--- src/rtl/decode_hazard_ctrl_if.sv ---
// Decode-stage hazard controller bus: decoder fields, writeback, branch resolution and
// the issue/stall/flush decision coming back.
interface decode_hazard_ctrl_if #(
    parameter int unsigned REG_ADDRESS_SIZE = 5
);
    logic                        dec_valid;
    logic [REG_ADDRESS_SIZE-1:0] dec_addr_r1;
    logic                        dec_use_r1;
    logic [REG_ADDRESS_SIZE-1:0] dec_addr_r2;
    logic                        dec_use_r2;
    logic [REG_ADDRESS_SIZE-1:0] dec_addr_rd;
    logic                        dec_we;
    logic                        dec_branch;
    logic                        wb_valid;
    logic [REG_ADDRESS_SIZE-1:0] wb_addr_rd;
    logic                        br_resolved;
    logic                        br_taken;
    logic                        issue;
    logic                        stall;
    logic                        flush;
    logic [1:0]                  state;
    logic                        sb_err;

    modport master (
        output dec_valid, dec_addr_r1, dec_use_r1, dec_addr_r2, dec_use_r2,
               dec_addr_rd, dec_we, dec_branch, wb_valid, wb_addr_rd,
               br_resolved, br_taken,
        input  issue, stall, flush, state, sb_err
    );

    modport slave (
        input  dec_valid, dec_addr_r1, dec_use_r1, dec_addr_r2, dec_use_r2,
               dec_addr_rd, dec_we, dec_branch, wb_valid, wb_addr_rd,
               br_resolved, br_taken,
        output issue, stall, flush, state, sb_err
    );
endinterface

--- src/rtl/decode_hazard_ctrl.sv ---
// Decode-stage sequencer: pending-write scoreboard, issue/stall decision, branch hold/flush.
// Optional macro HAZ_WB_BYPASS_EN lets a same-cycle writeback clear a hazard.
module decode_hazard_ctrl #(
    parameter int unsigned REG_ADDRESS_SIZE = 5,
    parameter int unsigned PEND_W           = 2
) (
    input  logic                 clk,
    input  logic                 reset,
    decode_hazard_ctrl_if.slave  bus
);

    localparam int unsigned     NREG    = 2 ** REG_ADDRESS_SIZE;
    localparam logic [PEND_W-1:0] CNT_MAX = '1;
    localparam logic [PEND_W-1:0] CNT_ONE = PEND_W'(1);

`ifdef HAZ_WB_BYPASS_EN
    localparam bit WB_BYPASS = 1'b1;
`else
    localparam bit WB_BYPASS = 1'b0;
`endif

    typedef enum logic [1:0] {
        ST_RUN     = 2'd0,
        ST_BR_WAIT = 2'd1,
        ST_FLUSH   = 2'd2
    } state_t;

    state_t              state_q;
    state_t              state_d;
    logic [PEND_W-1:0]   count_q [NREG];
    logic                sb_err_q;

    logic [PEND_W-1:0]   cnt_r1;
    logic [PEND_W-1:0]   cnt_r2;
    logic [PEND_W-1:0]   cnt_rd;
    logic                wb_hit_r1;
    logic                wb_hit_r2;
    logic                wb_hit_rd;
    logic                busy_r1;
    logic                busy_r2;
    logic                full_rd;
    logic                hazard;
    logic                issue_c;
    logic                stall_c;
    logic                flush_c;
    logic                inc_en;
    logic                dec_en;

    assign cnt_r1 = count_q[bus.dec_addr_r1];
    assign cnt_r2 = count_q[bus.dec_addr_r2];
    assign cnt_rd = count_q[bus.dec_addr_rd];

    // A retiring write to the same register only relieves a hazard when bypass is built in
    assign wb_hit_r1 = WB_BYPASS && bus.wb_valid && (bus.wb_addr_rd == bus.dec_addr_r1);
    assign wb_hit_r2 = WB_BYPASS && bus.wb_valid && (bus.wb_addr_rd == bus.dec_addr_r2);
    assign wb_hit_rd = WB_BYPASS && bus.wb_valid && (bus.wb_addr_rd == bus.dec_addr_rd);

    assign busy_r1 = (bus.dec_addr_r1 != '0) && (cnt_r1 != '0)
                     && !(wb_hit_r1 && (cnt_r1 == CNT_ONE));
    assign busy_r2 = (bus.dec_addr_r2 != '0) && (cnt_r2 != '0)
                     && !(wb_hit_r2 && (cnt_r2 == CNT_ONE));
    assign full_rd = bus.dec_we && (bus.dec_addr_rd != '0) && (cnt_rd == CNT_MAX) && !wb_hit_rd;

    assign hazard = (bus.dec_use_r1 && busy_r1) || (bus.dec_use_r2 && busy_r2) || full_rd;

    assign inc_en = issue_c && bus.dec_we && (bus.dec_addr_rd != '0);
    assign dec_en = bus.wb_valid && (bus.wb_addr_rd != '0);

    // State register
    always_ff @(posedge clk) begin
        if (reset) begin
            state_q <= ST_RUN;
        end else begin
            state_q <= state_d;
        end
    end

    // Next-state logic
    always_comb begin
        state_d = state_q;
        unique case (state_q)
            ST_RUN: begin
                if (issue_c && bus.dec_branch) begin
                    state_d = ST_BR_WAIT;
                end
            end
            ST_BR_WAIT: begin
                if (bus.br_resolved) begin
                    state_d = bus.br_taken ? ST_FLUSH : ST_RUN;
                end
            end
            ST_FLUSH: state_d = ST_RUN;
            default:  state_d = ST_RUN;
        endcase
    end

    // Issue/stall/flush decode; all quiet while reset is asserted
    always_comb begin
        issue_c = 1'b0;
        stall_c = 1'b0;
        flush_c = 1'b0;
        if (!reset) begin
            unique case (state_q)
                ST_RUN: begin
                    issue_c = bus.dec_valid && !hazard;
                    stall_c = bus.dec_valid && hazard;
                end
                ST_BR_WAIT: stall_c = 1'b1;
                ST_FLUSH:   flush_c = 1'b1;
                default: ;
            endcase
        end
    end

    // Pending-write counters; a same-register issue and retire cancel out
    always_ff @(posedge clk) begin
        if (reset) begin
            for (int i = 0; i < int'(NREG); i++) begin
                count_q[i] <= '0;
            end
            sb_err_q <= 1'b0;
        end else begin
            if (dec_en && (count_q[bus.wb_addr_rd] == '0)) begin
                sb_err_q <= 1'b1;
            end
            if (!(inc_en && dec_en && (bus.dec_addr_rd == bus.wb_addr_rd))) begin
                if (inc_en) begin
                    count_q[bus.dec_addr_rd] <= count_q[bus.dec_addr_rd] + CNT_ONE;
                end
                if (dec_en && (count_q[bus.wb_addr_rd] != '0)) begin
                    count_q[bus.wb_addr_rd] <= count_q[bus.wb_addr_rd] - CNT_ONE;
                end
            end
        end
    end

    assign bus.issue  = issue_c;
    assign bus.stall  = stall_c;
    assign bus.flush  = flush_c;
    assign bus.state  = 2'(state_q);
    assign bus.sb_err = sb_err_q;

endmodule

--- src/flat_wrapper.sv ---
// flat-port wrapper written by rule: the top's interface ports become plain ports
module decode_hazard_ctrl_flat 
#(
    parameter int unsigned REG_ADDRESS_SIZE = 5,
    parameter int unsigned PEND_W           = 2
)
  (clk, reset, bus_dec_valid, bus_dec_addr_r1, bus_dec_use_r1, bus_dec_addr_r2, bus_dec_use_r2, bus_dec_addr_rd, bus_dec_we, bus_dec_branch, bus_wb_valid, bus_wb_addr_rd, bus_br_resolved, bus_br_taken, bus_issue, bus_stall, bus_flush, bus_state, bus_sb_err);
  decode_hazard_ctrl_if #(.REG_ADDRESS_SIZE(REG_ADDRESS_SIZE)) bus_i ();
  input  logic clk;
  input  logic reset;
  input wire logic [$bits(bus_i.dec_valid)-1:0] bus_dec_valid;
  input wire logic [$bits(bus_i.dec_addr_r1)-1:0] bus_dec_addr_r1;
  input wire logic [$bits(bus_i.dec_use_r1)-1:0] bus_dec_use_r1;
  input wire logic [$bits(bus_i.dec_addr_r2)-1:0] bus_dec_addr_r2;
  input wire logic [$bits(bus_i.dec_use_r2)-1:0] bus_dec_use_r2;
  input wire logic [$bits(bus_i.dec_addr_rd)-1:0] bus_dec_addr_rd;
  input wire logic [$bits(bus_i.dec_we)-1:0] bus_dec_we;
  input wire logic [$bits(bus_i.dec_branch)-1:0] bus_dec_branch;
  input wire logic [$bits(bus_i.wb_valid)-1:0] bus_wb_valid;
  input wire logic [$bits(bus_i.wb_addr_rd)-1:0] bus_wb_addr_rd;
  input wire logic [$bits(bus_i.br_resolved)-1:0] bus_br_resolved;
  input wire logic [$bits(bus_i.br_taken)-1:0] bus_br_taken;
  output wire logic [$bits(bus_i.issue)-1:0] bus_issue;
  output wire logic [$bits(bus_i.stall)-1:0] bus_stall;
  output wire logic [$bits(bus_i.flush)-1:0] bus_flush;
  output wire logic [$bits(bus_i.state)-1:0] bus_state;
  output wire logic [$bits(bus_i.sb_err)-1:0] bus_sb_err;
  assign bus_i.dec_valid = bus_dec_valid;
  assign bus_i.dec_addr_r1 = bus_dec_addr_r1;
  assign bus_i.dec_use_r1 = bus_dec_use_r1;
  assign bus_i.dec_addr_r2 = bus_dec_addr_r2;
  assign bus_i.dec_use_r2 = bus_dec_use_r2;
  assign bus_i.dec_addr_rd = bus_dec_addr_rd;
  assign bus_i.dec_we = bus_dec_we;
  assign bus_i.dec_branch = bus_dec_branch;
  assign bus_i.wb_valid = bus_wb_valid;
  assign bus_i.wb_addr_rd = bus_wb_addr_rd;
  assign bus_i.br_resolved = bus_br_resolved;
  assign bus_i.br_taken = bus_br_taken;
  assign bus_issue = bus_i.issue;
  assign bus_stall = bus_i.stall;
  assign bus_flush = bus_i.flush;
  assign bus_state = bus_i.state;
  assign bus_sb_err = bus_i.sb_err;
  decode_hazard_ctrl #(.REG_ADDRESS_SIZE(REG_ADDRESS_SIZE), .PEND_W(PEND_W)) u_core (.clk(clk), .reset(reset), .bus(bus_i));
endmodule
--- config.mk ---
export PLATFORM = sky130hd
export DESIGN_NAME = decode_hazard_ctrl_flat
export DESIGN_NICKNAME = d
export VERILOG_FILES = /design/src/rtl/decode_hazard_ctrl_if.sv /design/src/rtl/decode_hazard_ctrl.sv /design/src/flat_wrapper.sv
export SDC_FILE = /design/constraint.sdc
export NUM_CORES = 1
export LEC_CHECK = 0
export CAP_MARGIN = 0
export CORE_MARGIN = 10
export CORE_UTILIZATION = 43
export DETAILED_ROUTE_END_ITERATION = 12
export GPL_TIMING_DRIVEN = 0
export PLACE_DENSITY = 0.69
export SYNTH_ARGS = -nofsm -noshare
export SYNTH_HDL_FRONTEND = slang
export SYNTH_SLANG_ARGS = --single-unit
export TNS_END_PERCENT = 50
--- constraint.sdc ---
create_clock -name clk -period 7.95 [get_ports clk]
set_clock_uncertainty 0.2 [all_clocks]
set_input_delay 2.385 -clock clk [delete_from_list [all_inputs] [get_ports clk]]
set_output_delay 2.385 -clock clk [all_outputs]
set_load 0.03 [all_outputs]
---- Yosys cells after proc, flatten, opt, wreduce, memory -nomap -nowiden ----
Memory sizes are Yosys's and may differ from the RTL's.
Index checks and enable logic that the tools add are counted.
word-level totals
  bits in writable memories ............... 64
  bits in registers ....................... 3
  word-level logic and storage cells ...... 68
  memories kept ........................... 1
  output and inout bits ................... 6
  input bits .............................. 30
memory list
  name            depth  bits a word  rd ports  clocked after memory_dff  write ports  line                      RTL
  u_core.count_q  32     2            4         0                         32           decode_hazard_ctrl.sv:30  logic [PEND_W-1:0] count_q [NREG];
operators by class
  reduce and logical (&&, ||, !) cells .... 31
  equal/unequal tests ..................... 6
  muxes and demuxes ....................... 26
  add/subtract/negate cells ............... 2
operators with widths
  kind                 number
  $reduce_bool 5->1    4
  $mux 1               17
  $logic_and 1x1->1    16
  $mux 2               5
  $mux 5               2
  $reduce_bool 2->1    3
  $eq 5x5->1           1
  $eq 2x2->1 const B   2
  $logic_not 2->1      2
  $pmux 2 s2           1
  $reduce_or 2->1      2
  $add 2x1->2 const B  1
  $eq 2x1->1 const B   1
  $logic_or 1x1->1     2
  $ne 2x1->1 const B   1
  $ne 2x2->1 const B   1
  $pmux 1 s2           1
  $reduce_and 2->1     1
  $sub 2x1->2 const B  1
  $logic_not 1->1      1

---- Depth between registers and ports, before layout ----
Gate-level depths: netlist of the first run.
An unclocked memory read counts as a cell.
  word-level depth ........................ 19
  mapped depth ............................ 17
  gate-level depth less buffers ........... 12

---- Worst setup path before layout of the first run ----
OpenSTA, ideal clock, no wires.
  kind .................................... input port to output port
  start ................................... input bus_dec_addr_rd[0]
  end ..................................... output bus_issue
  required time ........................... 5.365 ns
  cell stages on the path ................. 12
  arrival time ............................ 5.710 ns
  path buffers ............................ 3
  setup slack ............................. -0.345 ns
  cells stage by stage .................... buf_1 buf_1 mux4_2 a22oi_1 nand4_1 ha_1 o211ai_1 o41ai_1 nor2_1 nand3_1 buf_2 nor3b_1
between the ends
  cells in the longest elaborated chain, start to end .. 8
  elaborated cells on any way between the ends .. 10
  those cells by class .................... eq/ne: 1; mux: 2; reduce/logical: 6; memory: 1
RTL lines
  element                                                   line                       RTL
  start, declared                                           flat_wrapper.sv:16         input wire logic [$bits(bus_i.dec_addr_rd)-1:0] bus_dec_addr_rd;
  $mem_v2 32x2 / $reduce_bool 5->1 (equally long branches)  -
  $eq 2x2->1 / $logic_and 1x1->1 (equally long branches)    decode_hazard_ctrl.sv:62   assign full_rd = bus.dec_we && (bus.dec_addr_rd != '0) && (cnt_rd == CNT_MAX) && !wb_hit_rd;
  $logic_and 1x1->1 (*)                                     decode_hazard_ctrl.sv:62
  $logic_or 1x1->1 (*)                                      decode_hazard_ctrl.sv:64   assign hazard = (bus.dec_use_r1 && busy_r1) || (bus.dec_use_r2 && busy_r2) || full_rd;
  $logic_not 1->1 (*)                                       decode_hazard_ctrl.sv:105  issue_c = bus.dec_valid && !hazard;
  $logic_and 1x1->1 (*)                                     decode_hazard_ctrl.sv:105
  $mux 1 (*)                                                decode_hazard_ctrl.sv:103  unique case (state_q)
  $mux 1 (*)                                                decode_hazard_ctrl.sv:102  if (!reset) begin
  end, declared                                             flat_wrapper.sv:23         output wire logic [$bits(bus_i.issue)-1:0] bus_issue;
Every way passes the cells marked *; elsewhere a longest branch is shown, timed or not.

---- Final worst setup path of the first run ----
  start ................................... input bus_dec_addr_rd[4]
  end ..................................... output bus_stall
between the ends
  cells in the longest elaborated chain, start to end .. 7
  elaborated cells on any way between the ends .. 9
  those cells by class .................... eq/ne: 1; mux: 2; reduce/logical: 5; memory: 1
RTL lines
  element                                                   line                       RTL
  $mem_v2 32x2 / $reduce_bool 5->1 (equally long branches)  -
  $eq 2x2->1 / $logic_and 1x1->1 (equally long branches)    decode_hazard_ctrl.sv:62
  $logic_and 1x1->1 (*)                                     decode_hazard_ctrl.sv:62
  $logic_or 1x1->1 (*)                                      decode_hazard_ctrl.sv:64
  $logic_and 1x1->1 (*)                                     decode_hazard_ctrl.sv:106  stall_c = bus.dec_valid && hazard;
  $pmux 1 s2 (*)                                            decode_hazard_ctrl.sv:103
  $mux 1 (*)                                                decode_hazard_ctrl.sv:102
  end, declared                                             flat_wrapper.sv:24         output wire logic [$bits(bus_i.stall)-1:0] bus_stall;
Marked as above.

==> results.py, run 1 <==
metrics = {
    "outcome": {
        "status": "finished with violations",
        "violations": "max-capacitance violations, max-slew violations",
    },
    "logic_synthesis": {
        "synth.most_common_cell": "edfxtp_1",
        "synth_area_leaders": "edfxtp_1, mux4_2, a221o_1",
        "netlist.area_leader.share_pct": 34.5,
        "synth_edf_count": 64,
        "yosysSeqAreaShare_pct": 35.6,
        "ys_ff_latch": 67,
        "syn_inst": 532,
        "avgSynthCellArea_um2": 10.5,
        "synth_top_cell_by_area": "edfxtp_1",
        "synthFlopType": "edfxtp_1",
        "synth_area_mm2": 0.00557,
        "synth_cell_types": 70,
        "synthTopCellsByCount": "edfxtp_1, mux4_2, nor2_1, nand2_1, nand3_1",
        "synth_warnings": 0,
        "async_flop_share_pct": 0,
    },
    "pwr": {
        "power_density_mw_per_mm2": 156,
        "internal-power_w": 0.000740,
        "finalPower_w": 0.00105,
        "p_sw_share_pct": 29.4,
        "p_switching_w": 0.000308,
        "clkPwrFrac_pct": 36.9,
        "power_frac_comb_pct": 23.1,
        "peakVddDrop_mv": 0.0747,
        "seqPwrFrac_pct": 40.1,
        "leakagePower_nw": 2.22,
    },
    "cts": {
        "clk_path_buf_depth": 2,
        "worstSkewPairLatency_ns": 0.35,
        "tritoncts": "done",
        "path_clk_slew_ns": 0.05,
        "numCtsBuffers": 9,
        "hold_buffers": 0,
        "root_buffer": "clkbuf_16",
        "htree_levels": 3,
        "clock-sinks": 67,
    },
    "setup_path": {
        "worstSetupPathType": "input pin to output pin",
        "arrival_ns": 5.26,
        "crit_path_start_kind": "input pin",
        "cp_slowest_stage_delay_ns": 0.48,
        "end_kind": "output pin",
        "reg2regPathDepth": 14,
        "cp_max_fo": 10,
        "reg2reg_slack_ns": 3.45,
        "crit_required_ns": 5.37,
        "crit_top_cell": "buf_4",
        "worst_path_max_delay_cell": "clkdlybuf4s50_1",
        "path_cells": "clkdlybuf4s50_1 -> buf_4 -> nand2_1 -> nor2_4 -> a22oi_1 -> and4_4 -> inv_1 -> ha_2 -> o211ai_1 -> o41ai_2 -> nor2_1 -> nand3_2 -> buf_6 -> o21ai_1 -> a211oi_2 -> buf_4",
        "r2r_start": "u_core.count_q[3][0]$_DFFE_PP_",
        "r2r_end": "u_core.count_q[21][1]$_DFFE_PP_",
    },
    "place": {
        "placed_cells": 737,
        "io_buffers": 32,
        "gp_congestion": 0.989,
        "dp_hpwl_mm": 18.0,
        "dpl_cell_area_mm2": 0.00612,
    },
    "floorplan": {
        "dieArea_mm2": 0.0179,
        "fp.dieH_um": 134,
        "num_io_pins": 36,
        "start_util_pct": 44.0,
        "core_mm2": 0.0127,
        "fp.dieW_um": 134,
        "placementRows": 41,
    },
    "cells_and_area": {
        "final_core_util_pct": 52.9,
        "nNetsFinal": 625,
        "syn2layout_area_growth_pct": 20.4,
        "layout-drive-gt1-share_pct": 24.1,
        "fin_cells": 769,
        "design_area_mm2": 0.00670,
        "diodes": 0,
    },
    "timing": {
        "worst_pin_slew_ns": 1.49,
        "setup_viol": 0,
        "clock.fmax_ghz": 0.128,
        "fin_crit_ns": 7.84,
        "finalMaxSlewViolations": 1,
        "fin_crit_sh_pct": 98.6,
        "finalHoldViolCount": 0,
        "max_slew_margin_pct": -0.862,
    },
    "run": {
        "maxCapViolCount": 1,
    },
    "hold_path": {
        "hold_depth": 2,
        "hold_path_end": "u_core.bus.sb_err$_SDFFE_PP0P_",
        "hp-class": "flip-flop to flip-flop",
        "hp-start": "u_core.bus.sb_err$_SDFFE_PP0P_",
    },
    "route": {
        "drcViolationCount": 0,
        "wl_per_cell_um": 31.3,
        "first_pass_iters": 5,
        "via_count": 5758,
        "ant_nets": 0,
        "via_per_inst": 7.49,
        "wl_mm": 24.1,
        "drtIter0Drc": 1350,
    },
    "global_route": {
        "overflow": 0,
        "grt.total_usage_pct": 26.1,
        "grt_pass1_wl_mm": 35.0,
        "grt_max_degree": 11,
        "grt_pass1_vias": 5228,
        "grt_antenna_before_repair": 0,
    },
}
-- worst max-delay path: cells and delay by family --
| kind | cells | cell delay [ns] |
|---|---|---|
| AO/OA/AOI/OAI | 5 | 0.73 |
| adder cells (fa/ha/maj) | 1 | 0.17 |
| buffers and inverters | 5 | 1.12 |
| AND/OR/NAND/NOR | 5 | 0.83 |
-- what timing repair did --
action | CTS | global route
pin swaps | 2 | 8
setup buffers | 9 | 11
resized for setup | 58 | 12
endpoints found under the setup margin | 34 | 2
-- kinds of logic (layout without fill, tap and decap cells) --
| logic type | count (synthesis) | count (layout) | share of synthesized area (%) |
|---|---|---|---|
| flops | 67 | 67 | 35.6 |
| mux | 41 | 41 | 16.4 |
| buf+inv | 63 | 127 | 5.17 |
| fa+ha+maj | 2 | 2 | 0.449 |
| simple gates | 214 | 214 | 21.6 |
| other cells | 1 | 2 | 0.0673 |
| compound gates | 139 | 139 | 19.9 |
| xor+xnor | 5 | 5 | 0.786 |
-- cell type report --
type	instances	area, um2
fillers	1158	5970
repair buffers	53	480
plain buffers	51	304
inverters	8	30.0
clock inverters	5	45.0
multi-input cells	403	3420
clock buffers	10	229
well taps	172	215
flip-flops and latches	67	1980
-- through the flow --
| stage | setup TNS (ns) | hold slack (ns) | worst slack [ns] |
|---|---|---|---|
| 3_5_place_dp | -19.48 | 0.262 | -2.02 |
| 6_report | 0 | 0.274 | 0.108 |
| 3_3_place_gp | -18.93 | 0.251 | -1.96 |
| 4_1_cts | 0 | 0.274 | 0.0158 |
| 5_1_grt | -0.0109 | 0.319 | -0.0109 |
| 2_1_floorplan | -0.0516 | 0.414 | -0.0516 |
-- worst max path at each step --
stage	slack, ns	from	endpoint
2_1_floorplan	-0.05	bus_dec_addr_rd[0]	bus_issue
3_3_place_gp	-1.96	bus_dec_addr_rd[0]	bus_stall
3_5_place_dp	-2.02	bus_dec_addr_rd[0]	bus_stall
4_1_cts	0.02	bus_dec_addr_rd[1]	bus_stall
5_1_grt	-0.01	bus_dec_addr_rd[3]	bus_stall
6_report	0.11	bus_dec_addr_rd[4]	bus_stall
-- metal layers --
metal  vias to the layer above  part of all wire [%]  track usage, %
met5                         -                     0               0
met4                         0                   4.4            10.3
met3                        91                    13            6.09
met2                       488                    44            39.2
met1                      2844                    39            35.6
li1                       2335                     -               -
-- cells in the final DEF, fill, tap and decap left out, types with 6 or more instances in the layout --
cell type and n:
edfxtp_1 64, mux4_2 39, nor2_1 36, nand2_1 35, clkdlybuf4s50_1 28, nand3_1 26, o32ai_1 26, buf_4 24
a221o_1 23, o22ai_1 21, clkbuf_1 19, buf_2 16, or3_1 16, nor3_1 16, o21ai_0 16, and3_1 9
clkbuf_16 9, inv_1 8, nand4_1 8, nand2b_1 8, buf_6 6, a22oi_1 6, or2_2 6, a21oi_1 6
a211o_1 6
-- power groups by stage --
stage	clock [W]	combinational, W	sequential (W)
6_report	0.000386	0.000242	0.000420
5_1_grt	0.000397	0.000252	0.000420
4_1_cts	0.000384	0.000229	0.000418
3_5_place_dp	0	0.000214	0.000425
3_3_place_gp	0	0.000214	0.000424
2_1_floorplan	0	0.000138	0.000418
-- registers in the layout (all words and copies together), names as in the netlist --
name	cells
u_core.bus.sb_err	1
u_core.bus.state	2
u_core.count_q	64
Note: power is estimated with default switching activity, not from simulation.
==> inputs of run 2 (changes only) <==
--- a/config.mk
+++ b/config.mk
@@ -8,9 +8,10 @@
 export CAP_MARGIN = 0
 export CORE_MARGIN = 10
 export CORE_UTILIZATION = 43
+export CTS_BUF_LIST = sky130_fd_sc_hd__clkbuf_8 sky130_fd_sc_hd__clkbuf_16
 export DETAILED_ROUTE_END_ITERATION = 12
 export GPL_TIMING_DRIVEN = 0
-export PLACE_DENSITY = 0.69
+export PLACE_DENSITY_LB_ADDON = 0.05
 export SYNTH_ARGS = -nofsm -noshare
 export SYNTH_HDL_FRONTEND = slang
 export SYNTH_SLANG_ARGS = --single-unit
==> constraint.sdc (replaced) <==
create_clock -name clk -period 8.1 [get_ports clk]
set_clock_uncertainty 0.2 [all_clocks]
set_input_delay 2.43 -clock clk [delete_from_list [all_inputs] [get_ports clk]]
set_output_delay 2.43 -clock clk [all_outputs]
set_load 0.03 [all_outputs]
==> results.py, run 2 (synthesis results as in run 1) <==
metrics = {
    "cts": {
        "root_buffer": "clkbuf_16",
        "tritoncts": "done",
        "htree_levels": 3,
        "path_clk_slew_ns": 0.05,
        "worstSkewPairLatency_ns": 0.35,
        "numCtsBuffers": 9,
        "clk_path_buf_depth": 2,
        "clock-sinks": 67,
    },
    "route": {
        "top_layer_used": "met4",
        "drtIter0Drc": 918,
        "via_count": 5626,
        "ant_nets": 0,
        "wl_mm": 25.6,
        "first_pass_iters": 5,
        "wl_met1_mm": 9.54,
        "met3_length_mm": 3.24,
        "wl_met2_mm": 11.7,
        "via_per_inst": 7.45,
        "drcViolationCount": 0,
        "wl_per_cell_um": 33.9,
    },
    "floorplan": {
        "fp.dieW_um": 134,
        "num_io_pins": 36,
        "core_mm2": 0.0127,
        "placementRows": 41,
        "fp.dieH_um": 134,
        "dieArea_mm2": 0.0179,
        "start_util_pct": 44.0,
    },
    "pwr": {
        "leakagePower_nw": 2.17,
        "peakVddDrop_mv": 0.0888,
        "finalPower_w": 0.00104,
        "power_density_mw_per_mm2": 156,
    },
    "cells_and_area": {
        "largest_reg_flops": 64,
        "layout-drive-gt1-share_pct": 23.2,
        "fin_cells": 755,
        "mostFrequentLayoutCells": "edfxtp_1, mux4_2, nor2_1, nand2_1, clkdlybuf4s50_1",
        "largest_register": "u_core.count_q",
        "syn2layout_area_growth_pct": 19.5,
        "layout_commonest_cell": "edfxtp_1",
        "diodes": 0,
        "nNetsFinal": 610,
    },
    "setup_path": {
        "crit_path_start_kind": "input pin",
        "cp_max_fo": 10,
        "r2r_start": "u_core.count_q[23][0]$_DFFE_PP_",
        "crit_required_ns": 5.47,
        "worstSetupPathType": "input pin to output pin",
        "worst_path_max_delay_cell": "clkdlybuf4s50_1",
        "arrival_ns": 5.39,
        "end_kind": "output pin",
        "reg2regPathDepth": 12,
        "path_cells": "clkdlybuf4s50_1 -> buf_2 -> nor2_4 -> a22oi_1 -> and4_4 -> inv_1 -> ha_1 -> o211ai_1 -> o41ai_2 -> nor2_1 -> nand3_2 -> buf_6 -> o21ai_0 -> a211oi_1 -> buf_4",
        "crit_start": "bus_dec_addr_rd[3]",
        "cp_slowest_stage_delay_ns": 0.46,
    },
    "timing": {
        "setup_viol": 0,
        "finalHoldViolCount": 0,
        "finalMaxSlewViolations": 1,
        "tns_ns": 0,
        "worst_pin_slew_ns": 1.50,
        "fin_crit_ns": 8.02,
        "max_slew_margin_pct": -0.106,
        "rsz0062_at_grt": "no",
        "hold-worst-slack_ns": 0.272,
        "fin_crit_sh_pct": 99.0,
        "clock.fmax_ghz": 0.125,
    },
    "place": {
        "dp_hpwl_mm": 18.1,
        "io_buffers": 32,
        "gp_congestion": 0.991,
        "placed_cells": 739,
    },
    "global_route": {
        "grt_antenna_before_repair": 0,
        "grt_pass1_wl_mm": 36.7,
        "grt_max_degree": 12,
        "grt.total_usage_pct": 28.2,
        "grt_pass1_vias": 5401,
        "overflow": 0,
    },
    "outcome": {
        "violations": "max-capacitance violations, max-slew violations",
        "status": "finished with violations",
    },
    "hold_path": {
        "hold_depth": 2,
        "hp-class": "flip-flop to flip-flop",
        "hp-start": "u_core.bus.sb_err$_SDFFE_PP0P_",
    },
    "run": {
        "maxCapViolCount": 1,
    },
}
[run 2: changes by cell type in the layout (fill, tap and decap cells not counted), moves of 2 or more]
cell	change
a22oi_2	+2
buf_8	-2
nor3_1	-2
clkinv_2	+2
buf_2	+2
dlygate4sd2_1	+2
nor3_2	+2
buf_12	+2
a22oi_1	-2
buf_4	-16
[run 2: path summary, 6_finish.rpt]
check | to | slack [ns]
max reg2reg | u_core.count_q[16][0]$_DFFE_PP_ | 3.48
min | u_core.bus.sb_err$_SDFFE_PP0P_ | 0.27
max | bus_stall | 0.08
min reg2reg | u_core.bus.sb_err$_SDFFE_PP0P_ | 0.27
[run 2: cell type report]
| cell class | count | area, um2 |
|---|---|---|
| well taps | 172 | 215 |
| multi-input cells | 403 | 3440 |
| plain buffers | 50 | 320 |
| clock inverters | 7 | 58.8 |
| inverters | 8 | 30.0 |
| repair buffers | 39 | 387 |
| clock buffers | 9 | 225 |
| flip-flops and latches | 67 | 1980 |
| fillers | 1169 | 6020 |
[run 2: critical path, delay by kind of cell]
kind	cells	cell delay [ns]
AO/OA/AOI/OAI	5	0.87
AND/OR/NAND/NOR	4	0.69
adder cells (fa/ha/maj)	1	0.18
buffers and inverters	5	1.22
[run 2: metrics by stage]
stage | worst slack (ns) | util [%] | instance area, um2
6_report | 0.0792 | 52.5 | 6660
4_1_cts | 0.00168 | 52.2 | 6620
3_5_place_dp | -2.26 | 48.5 | 6150
2_1_floorplan | -0.0396 | - | 5580
3_3_place_gp | -2.21 | 48.2 | 6110
5_1_grt | 0.0164 | 52.5 | 6660
[run 2: power breakdown]
| part | internal, W | total (W) | switching, W |
|---|---|---|---|
| clock | 0.000234 | 0.000385 | 0.000151 |
| sequential | 0.000394 | 0.000408 | 0.0000136 |
| combinational | 0.0000958 | 0.000245 | 0.000149 |
| total | 0.000724 | 0.00104 | 0.000314 |
[run 2: what timing repair did]
action | CTS | global route
cloned | 1 | 0
pin swaps | 2 | 3
endpoints found under the setup margin | 39 | 2
gates resized for setup | 67 | 10
hold buffers | 0 | 0
buffers inserted | 3 | 1
[run 2: routing by layer]
layer / GRT usage, % / vias to the layer above
li1: - / 2305
met1: 35.3 / 2736
met2: 43.5 / 488
met3: 8.78 / 97
met4: 13.5 / 0
met5: 0 / -
